==> src/rtl/sync_down_timer.sv <==
// Loadable down-counter with one-shot / periodic auto-reload, terminal-count pulse,
// sticky interrupt and a combinational borrow-out for cascading further stages.
module sync_down_timer #(
  parameter int WIDTH = 16
) (
  input  logic             CLK,
  input  logic             RESETL,
  input  logic             WR,
  input  logic [WIDTH-1:0] DIN,
  input  logic             START,
  input  logic             STOP,
  input  logic             MODE,
  input  logic             CI,
  input  logic             IACK,
  output logic [WIDTH-1:0] Q,
  output logic             TC,
  output logic             INT,
  output logic             RUN,
  output logic             BO
);

  typedef enum logic [1:0] {
    ST_IDLE  = 2'd0,
    ST_COUNT = 2'd1,
    ST_DONE  = 2'd2
  } state_t;

  localparam logic [WIDTH-1:0] ZERO_C = {WIDTH{1'b0}};
  localparam logic [WIDTH-1:0] ONE_C  = {{(WIDTH-1){1'b0}}, 1'b1};

  state_t           state_q;
  logic [WIDTH-1:0] q_q;
  logic [WIDTH-1:0] reload_q;
  logic             tc_q;
  logic             int_q;
  logic [WIDTH-1:0] load_val_s;
  logic             terminal_s;

  // Start value bypasses the reload register when written on the same edge;
  // a terminal edge only exists when neither STOP nor START overrides it.
  always_comb begin
    load_val_s = reload_q;
    terminal_s = 1'b0;
    if (WR) begin
      load_val_s = DIN;
    end else begin
      load_val_s = reload_q;
    end
    if ((state_q == ST_COUNT) && !STOP && !START && CI && (q_q == ZERO_C)) begin
      terminal_s = 1'b1;
    end else begin
      terminal_s = 1'b0;
    end
  end

  // Control FSM, counter, reload register and registered flags.
  always_ff @(posedge CLK or negedge RESETL) begin
    if (!RESETL) begin
      state_q  <= ST_IDLE;
      q_q      <= ZERO_C;
      reload_q <= ZERO_C;
      tc_q     <= 1'b0;
      int_q    <= 1'b0;
    end else begin
      if (WR) begin
        reload_q <= DIN;
      end
      tc_q <= terminal_s;
      if (terminal_s) begin
        int_q <= 1'b1;
      end else if (IACK) begin
        int_q <= 1'b0;
      end
      if (STOP) begin
        state_q <= ST_IDLE;
      end else if (START) begin
        q_q     <= load_val_s;
        state_q <= ST_COUNT;
      end else begin
        case (state_q)
          ST_COUNT: begin
            if (CI) begin
              if (q_q == ZERO_C) begin
                // MODE is only looked at here, so changing it mid-count is harmless.
                if (MODE) begin
                  q_q <= reload_q;
                end else begin
                  state_q <= ST_DONE;
                end
              end else begin
                q_q <= q_q - ONE_C;
              end
            end
          end
          ST_IDLE: begin
            state_q <= ST_IDLE;
          end
          ST_DONE: begin
            state_q <= ST_DONE;
          end
          default: begin
            state_q <= ST_IDLE;
          end
        endcase
      end
    end
  end

  assign Q   = q_q;
  assign TC  = tc_q;
  assign INT = int_q;
  assign RUN = (state_q == ST_COUNT);
  assign BO  = CI & RUN & (q_q == ZERO_C);

endmodule

==> config.mk <==
export PLATFORM = sky130hd
export DESIGN_NAME = sync_down_timer
export DESIGN_NICKNAME = d
export VERILOG_FILES = /design/src/rtl/sync_down_timer.sv
export SDC_FILE = /design/constraint.sdc
export NUM_CORES = 1
export LEC_CHECK = 0
export BUFFER_PORTS_ARGS = -buffer_cell sky130_fd_sc_hd__buf_2
export CAP_MARGIN = 30
export CORE_MARGIN = 2
export CORE_UTILIZATION = 43
export DETAILED_ROUTE_END_ITERATION = 10
export PLACE_DENSITY = 0.7
export SLEW_MARGIN = 30
export SYNTH_ARGS = -nofsm -noshare
export SYNTH_HDL_FRONTEND = slang
export SYNTH_SLANG_ARGS = --single-unit
==> constraint.sdc <==
create_clock -name CLK -period 2.32 [get_ports CLK]
set_input_delay 0.464 -clock CLK [delete_from_list [all_inputs] [get_ports CLK]]
set_output_delay 0.464 -clock CLK [all_outputs]
set_load 0.02 [all_outputs]
# After elaboration in Yosys (flattened, before gate mapping)

Cells that the tools add are included.

Register bits: 36
Bits of input ports: 24
Output and inout port bits: 20
Logic and storage cells: 42

$add $sub $neg: 1
Eq/ne operators: 6
Muxes and demuxes: 15
Bitwise operators: 3
Reduce and logical (&&, ||, !) cells: 12

Operator list:

| kind                                                                  | count |
|---|---|
| 16-bit two-way mux                                                    | 6 |
| 16-bit logical NOT                                                    | 1 |
| 16-bit by 1-bit subtractor with 16-bit output, second input constant  | 1 |
| 2-bit two-way mux                                                     | 5 |
| 4-bit != test, second input constant                                  | 2 |
| 2-bit nonzero test                                                    | 3 |
| 1-bit logical AND                                                     | 4 |
| 4-bit by 3-bit != test with 1-bit output, second input constant       | 1 |
| 2-bit case mux with 2 select lines                                    | 1 |
| 4-bit AND reduction                                                   | 1 |
| 1-bit two-way mux                                                     | 3 |
| 3-bit != test, second input constant                                  | 1 |
| 3-bit AND reduction                                                   | 1 |
| 1-bit AND                                                             | 2 |
| 2-bit by 1-bit equality test with 1-bit output, second input constant | 1 |
| 2-bit equality test, second input constant                            | 1 |
| 1-bit logical NOT                                                     | 2 |
| 1-bit inverter                                                        | 1 |

# Depth between registers and ports, before layout

Depth in word-level cells: 7
Gate-level depth with buffers: 9
Depth with buffers taken out: 7

# Worst setup path after synthesis

OpenSTA, ideal clock, no wires.

Kind: flip-flop to output port
From: reg q_q[2], in the netlist Q[2]
To: out BO
Arrival: 2.184 ns
Required time: 1.856 ns
Setup slack: -0.328 ns
Stages on the path, launching flop included: 6
Buffers on the path: 1
Cell sequence: dfrtp_1 -> or4_4 -> nor4_4 -> nand2_1 -> clkbuf_1 -> nor2_1

Longest elaborated chain between the ends: 2

RTL lines:

| item                   | RTL line | source |
|---|---|---|
| start, declared        | 32       | `logic [WIDTH-1:0] q_q;` |
| start signal, assigned | 77       | `q_q <= load_val_s;` |
| start signal, assigned | 86       | `q_q <= reload_q;` |
| start signal, assigned | 91       | `q_q <= q_q - ONE_C;` |
| 16-bit logical NOT     | 113      | `assign BO = CI & RUN & (q_q == ZERO_C);` |
| 1-bit AND              | 113      |  |
| end, declared          | 19       | `output logic BO` |

Every way passes these cells.

# Final worst setup path

From: reg q_q[12], in the netlist Q[12]
To: out BO

The elaborated chain is that of the path after synthesis.

==> metrics.md <==
| Metric | Value |
|---|---|
| Pre-CTS setup slack | `30.11 ps` |
| Synth Flop Type | `sky130_fd_sc_hd__dfrtp_1` |
| Clock tree buffer depth | `2` |
| Avg Synthesized Cell Area | `9.717 µm²` |
| Final critical-path share of the clock period | `98.25%` |
| Crit Path Max Fanout | `4` |
| Number of violations of the max-capacitance limit | `0` |
| First-pass GRT wire length | `9604 µm` |
| Tmin final | `2279 ps` |
| Slew HR | `68.16%` |
| Least-Margin Pin Slew | `475.4 ps` |
| Total non-filler cell area in the finished layout | `2736 µm²` |
| Syn nets | `245` |
| Synthesis-to-layout area growth | `29.18%` |
| Vertical extent of the die | `74.19 µm` |
| Final standard cell count with taps included and fillers excluded | `353` |
| Placeable core region | `4723 µm²` |
| EDFF count, synth | `0` |
| Setup slack of the most critical reg-to-reg path | `110 ps` |
| Fraction of power spent switching nets | `34.77%` |
| Type of the most critical hold path | `input pin to asynchronous set/reset pin` |
| Detailed Route Iter0 Violations | `185` |
| Clk_lat worst skew | `290 ps` |
| Switching power | `0.6608 mW` |
| Count of final setup violators | `0` |
| Global-route usage over all layers | `23.10%` |
| Result of the run | `completed` |
| Critical Path End Type | `primary output` |
| Congestion Overflow GR | `0` |
| Source of the critical timing path | `Q[12]$_DFFE_PN0P_` |
| DR vias/cell | `5.793` |
| Clock Pin Slew Worst Setup and Hold Paths | `80 ps` |
| Average routed wire per standard cell | `17.01 µm` |
| Root Buffer | `sky130_fd_sc_hd__clkbuf_8` |
| Count of final hold-check violations | `0` |
| Logic pwr share | `33.8%` |
| Number of global-route vias before repair | `2046` |
| Count of port buffers added during placement | `43` |
| Cell count after synthesis | `218` |
| Die area | `5503 µm²` |
| Final count of pins violating max slew | `0` |
| Post-Place Cells | `344` |
| F_max | `0.4387 GHz` |
| Clock skew | `7.977 ps` |
| Initial core utilization | `44.85%` |
| Netlist area before placement | `2118 µm²` |
| Fin nets | `312` |
| Flip-flop and latch count after synthesis | `36` |
| Leading cell types by total area after synthesis | `sky130_fd_sc_hd__dfrtp_1 (43%), sky130_fd_sc_hd__mux2_2 (8.5%), sky130_fd_sc_hd__a21oi_1 (4.7%)` |
| Number of distinct standard cells referenced by the synthesized netlist | `49` |
| Leakage component of the power | `1.188 nW` |
| Routed vias | `2045` |
| Fraction of layout cells with a size suffix above 1 | `40.91%` |
| Internal power | `1.239 mW` |
| Crit path DAT | `1820 ps` |
| Maximum number of pins on one net before global-route repair | `18` |
| RSZ-0062 raised after global routing | `true` |
| R2r worst-path depth | `6` |
| Number of nets still failing antenna checks after routing | `0` |
| Ys Warns | `0` |
| Clk pwr share | `24.7%` |
| Data required time of the worst path | `1860 ps` |
| Area after DPL | `2608 µm²` |
| CTS H-tree depth | `2` |
| Remaining DRCs | `0` |
| Fraction of synthesized cell area taken by the top area cell type | `42.53%` |
| Part of the total power dissipated in sequential elements | `41.6%` |
| Total Routed Length | `6003 µm` |
| Length of the first detailed-routing pass in iterations | `4` |
| Clock tree from TritonCTS | `built` |
| Share of async-settable or async-resettable flops after synthesis | `100.0%` |
| Diode count | `0` |
| RD Place Congestion | `0.8740` |
| Most area-hungry cell type in the Yosys netlist | `sky130_fd_sc_hd__dfrtp_1` |
| Max rail drop VDD | `0.0005090 V` |
| Type of origin of the critical path | `register` |
| Number of antenna violations at the first check in global routing | `0` |
| Chip width | `74.19 µm` |
| Slack of the critical path | `40.60 ps` |
| Reg-to-Reg Start | `Q[3]$_DFFE_PN0P_` |
| CTS sink count | `36` |
| Placement row count | `25` |
| PwrDens | `694.4 nW/µm²` |
| Hold_ws | `90.85 ps` |
| Estimated wirelength of the detail-placed design | `4329 µm` |
| Worst Setup Path Type | `register to primary output` |
| Share of synthesized area occupied by flip-flops and latches | `42.53%` |
| Number of placed I/O pins | `44` |
| Number of clock buffers inserted by TritonCTS | `5` |
## final cells by class
cell class	count	area (µm²)
timing repair buffer	74	457.9
tap	67	83.83
multi-input combinational	161	1170
inverter	7	26.28
sequential	36	908.4
fill	428	1987
clock buffer	8	90.09
## placed cells by master, fill, tap and decap left out, types with 3 or more instances in the layout
cell type / count
sky130_fd_sc_hd__buf_4: 30
sky130_fd_sc_hd__nor2_1: 21
sky130_fd_sc_hd__a21oi_1: 20
sky130_fd_sc_hd__a211o_1: 3
sky130_fd_sc_hd__inv_1: 7
sky130_fd_sc_hd__dfrtp_1: 30
sky130_fd_sc_hd__clkbuf_8: 6
sky130_fd_sc_hd__buf_2: 42
sky130_fd_sc_hd__o21ai_0: 6
sky130_fd_sc_hd__o211ai_1: 6
sky130_fd_sc_hd__nand2b_1: 3
sky130_fd_sc_hd__nor3_1: 9
sky130_fd_sc_hd__nand2_1: 11
sky130_fd_sc_hd__ha_1: 3
sky130_fd_sc_hd__dfrtp_2: 6
sky130_fd_sc_hd__mux2_2: 16
sky130_fd_sc_hd__nor4_1: 4
sky130_fd_sc_hd__a31oi_1: 8
sky130_fd_sc_hd__nand3b_1: 4
sky130_fd_sc_hd__a2bb2oi_1: 4
## sequential cells by signal, summed over array words and instances, names as in the netlist
signal    cells
reload_q     16
TC            1
state_q       2
Q            16
INT           1
## power by group through the flow
stage	Combinational, mW	Sequential [mW]	Clock, mW
floorplan	0.302	0.877	0
global placement	0.615	0.795	0
detailed placement	0.623	0.800	0
CTS	0.632	0.788	0.475
global route	0.692	0.797	0.496
finish	0.642	0.790	0.469
## path summary, 6_finish.rpt
| check | to |
|---|---|
| min in group CLK | reload_q[9]$_DFF_PN0_ |
| worst min register to register | INT$_DFFE_PN0P_ |
| worst max register to register | Q[9]$_DFFE_PN0P_ |
| worst min-delay path | state_q[0]$_DFFE_PN0P_ |
| max in group asynchronous | Q[7]$_DFFE_PN0P_ |
| worst max-delay path | BO |
## timing repair
item	CTS	global route
buffers inserted	1	0
pin swaps	1	1
setup endpoints to repair	1	9
hold buffers	0	0
resized for setup	3	4
hold endpoints to repair	0	0
## stage by stage
stage	power [mW]	util, %	setup TNS (ps)
global placement	1.410	55.21	0
detailed placement	1.423	55.21	0
CTS	1.895	57.48	0
global route	1.985	57.93	-69.58
floorplan	1.180	-	-198.7
finish	1.900	57.93	0
## metal layers
layer  track usage [%]  share of wire [%]
met5                 0                  0
met4             7.475                1.4
met3             4.472                6.3
met2             37.30                 47
met1             31.39                 46
## synth_stat cells (3+ instances only)
cell	number
sky130_fd_sc_hd__a211o_1	3
sky130_fd_sc_hd__a21oi_1	20
sky130_fd_sc_hd__a2bb2oi_1	4
sky130_fd_sc_hd__a31oi_1	8
sky130_fd_sc_hd__clkbuf_1	11
sky130_fd_sc_hd__dfrtp_1	36
sky130_fd_sc_hd__ha_1	3
sky130_fd_sc_hd__inv_1	7
sky130_fd_sc_hd__mux2_2	16
sky130_fd_sc_hd__nand2_1	12
sky130_fd_sc_hd__nand2b_1	3
sky130_fd_sc_hd__nand3b_1	4
sky130_fd_sc_hd__nor2_1	22
sky130_fd_sc_hd__nor3_1	9
sky130_fd_sc_hd__nor4_1	5
sky130_fd_sc_hd__o211ai_1	6
sky130_fd_sc_hd__o21ai_0	6
## critical path, cell delays in order, from the launching register on
cell	delay, ps
sky130_fd_sc_hd__dfrtp_1	420
sky130_fd_sc_hd__or3_4	350
sky130_fd_sc_hd__buf_4	150
sky130_fd_sc_hd__nor4_4	250
sky130_fd_sc_hd__nand2_2	120
sky130_fd_sc_hd__nor2_4	120
sky130_fd_sc_hd__buf_6	120
## cell families after synthesis
logic type	Yosys count	synth area share, %
muxes	17	8.978
and+or+nand+nor	67	16.95
adders and majority gates	3	1.772
DFF	36	42.53
AOI/OAI and AO/OA	70	24.04
xor gates and xnor gates	4	1.654
buffers and inverters	21	4.076
Power figures use the tool's default switching activity.
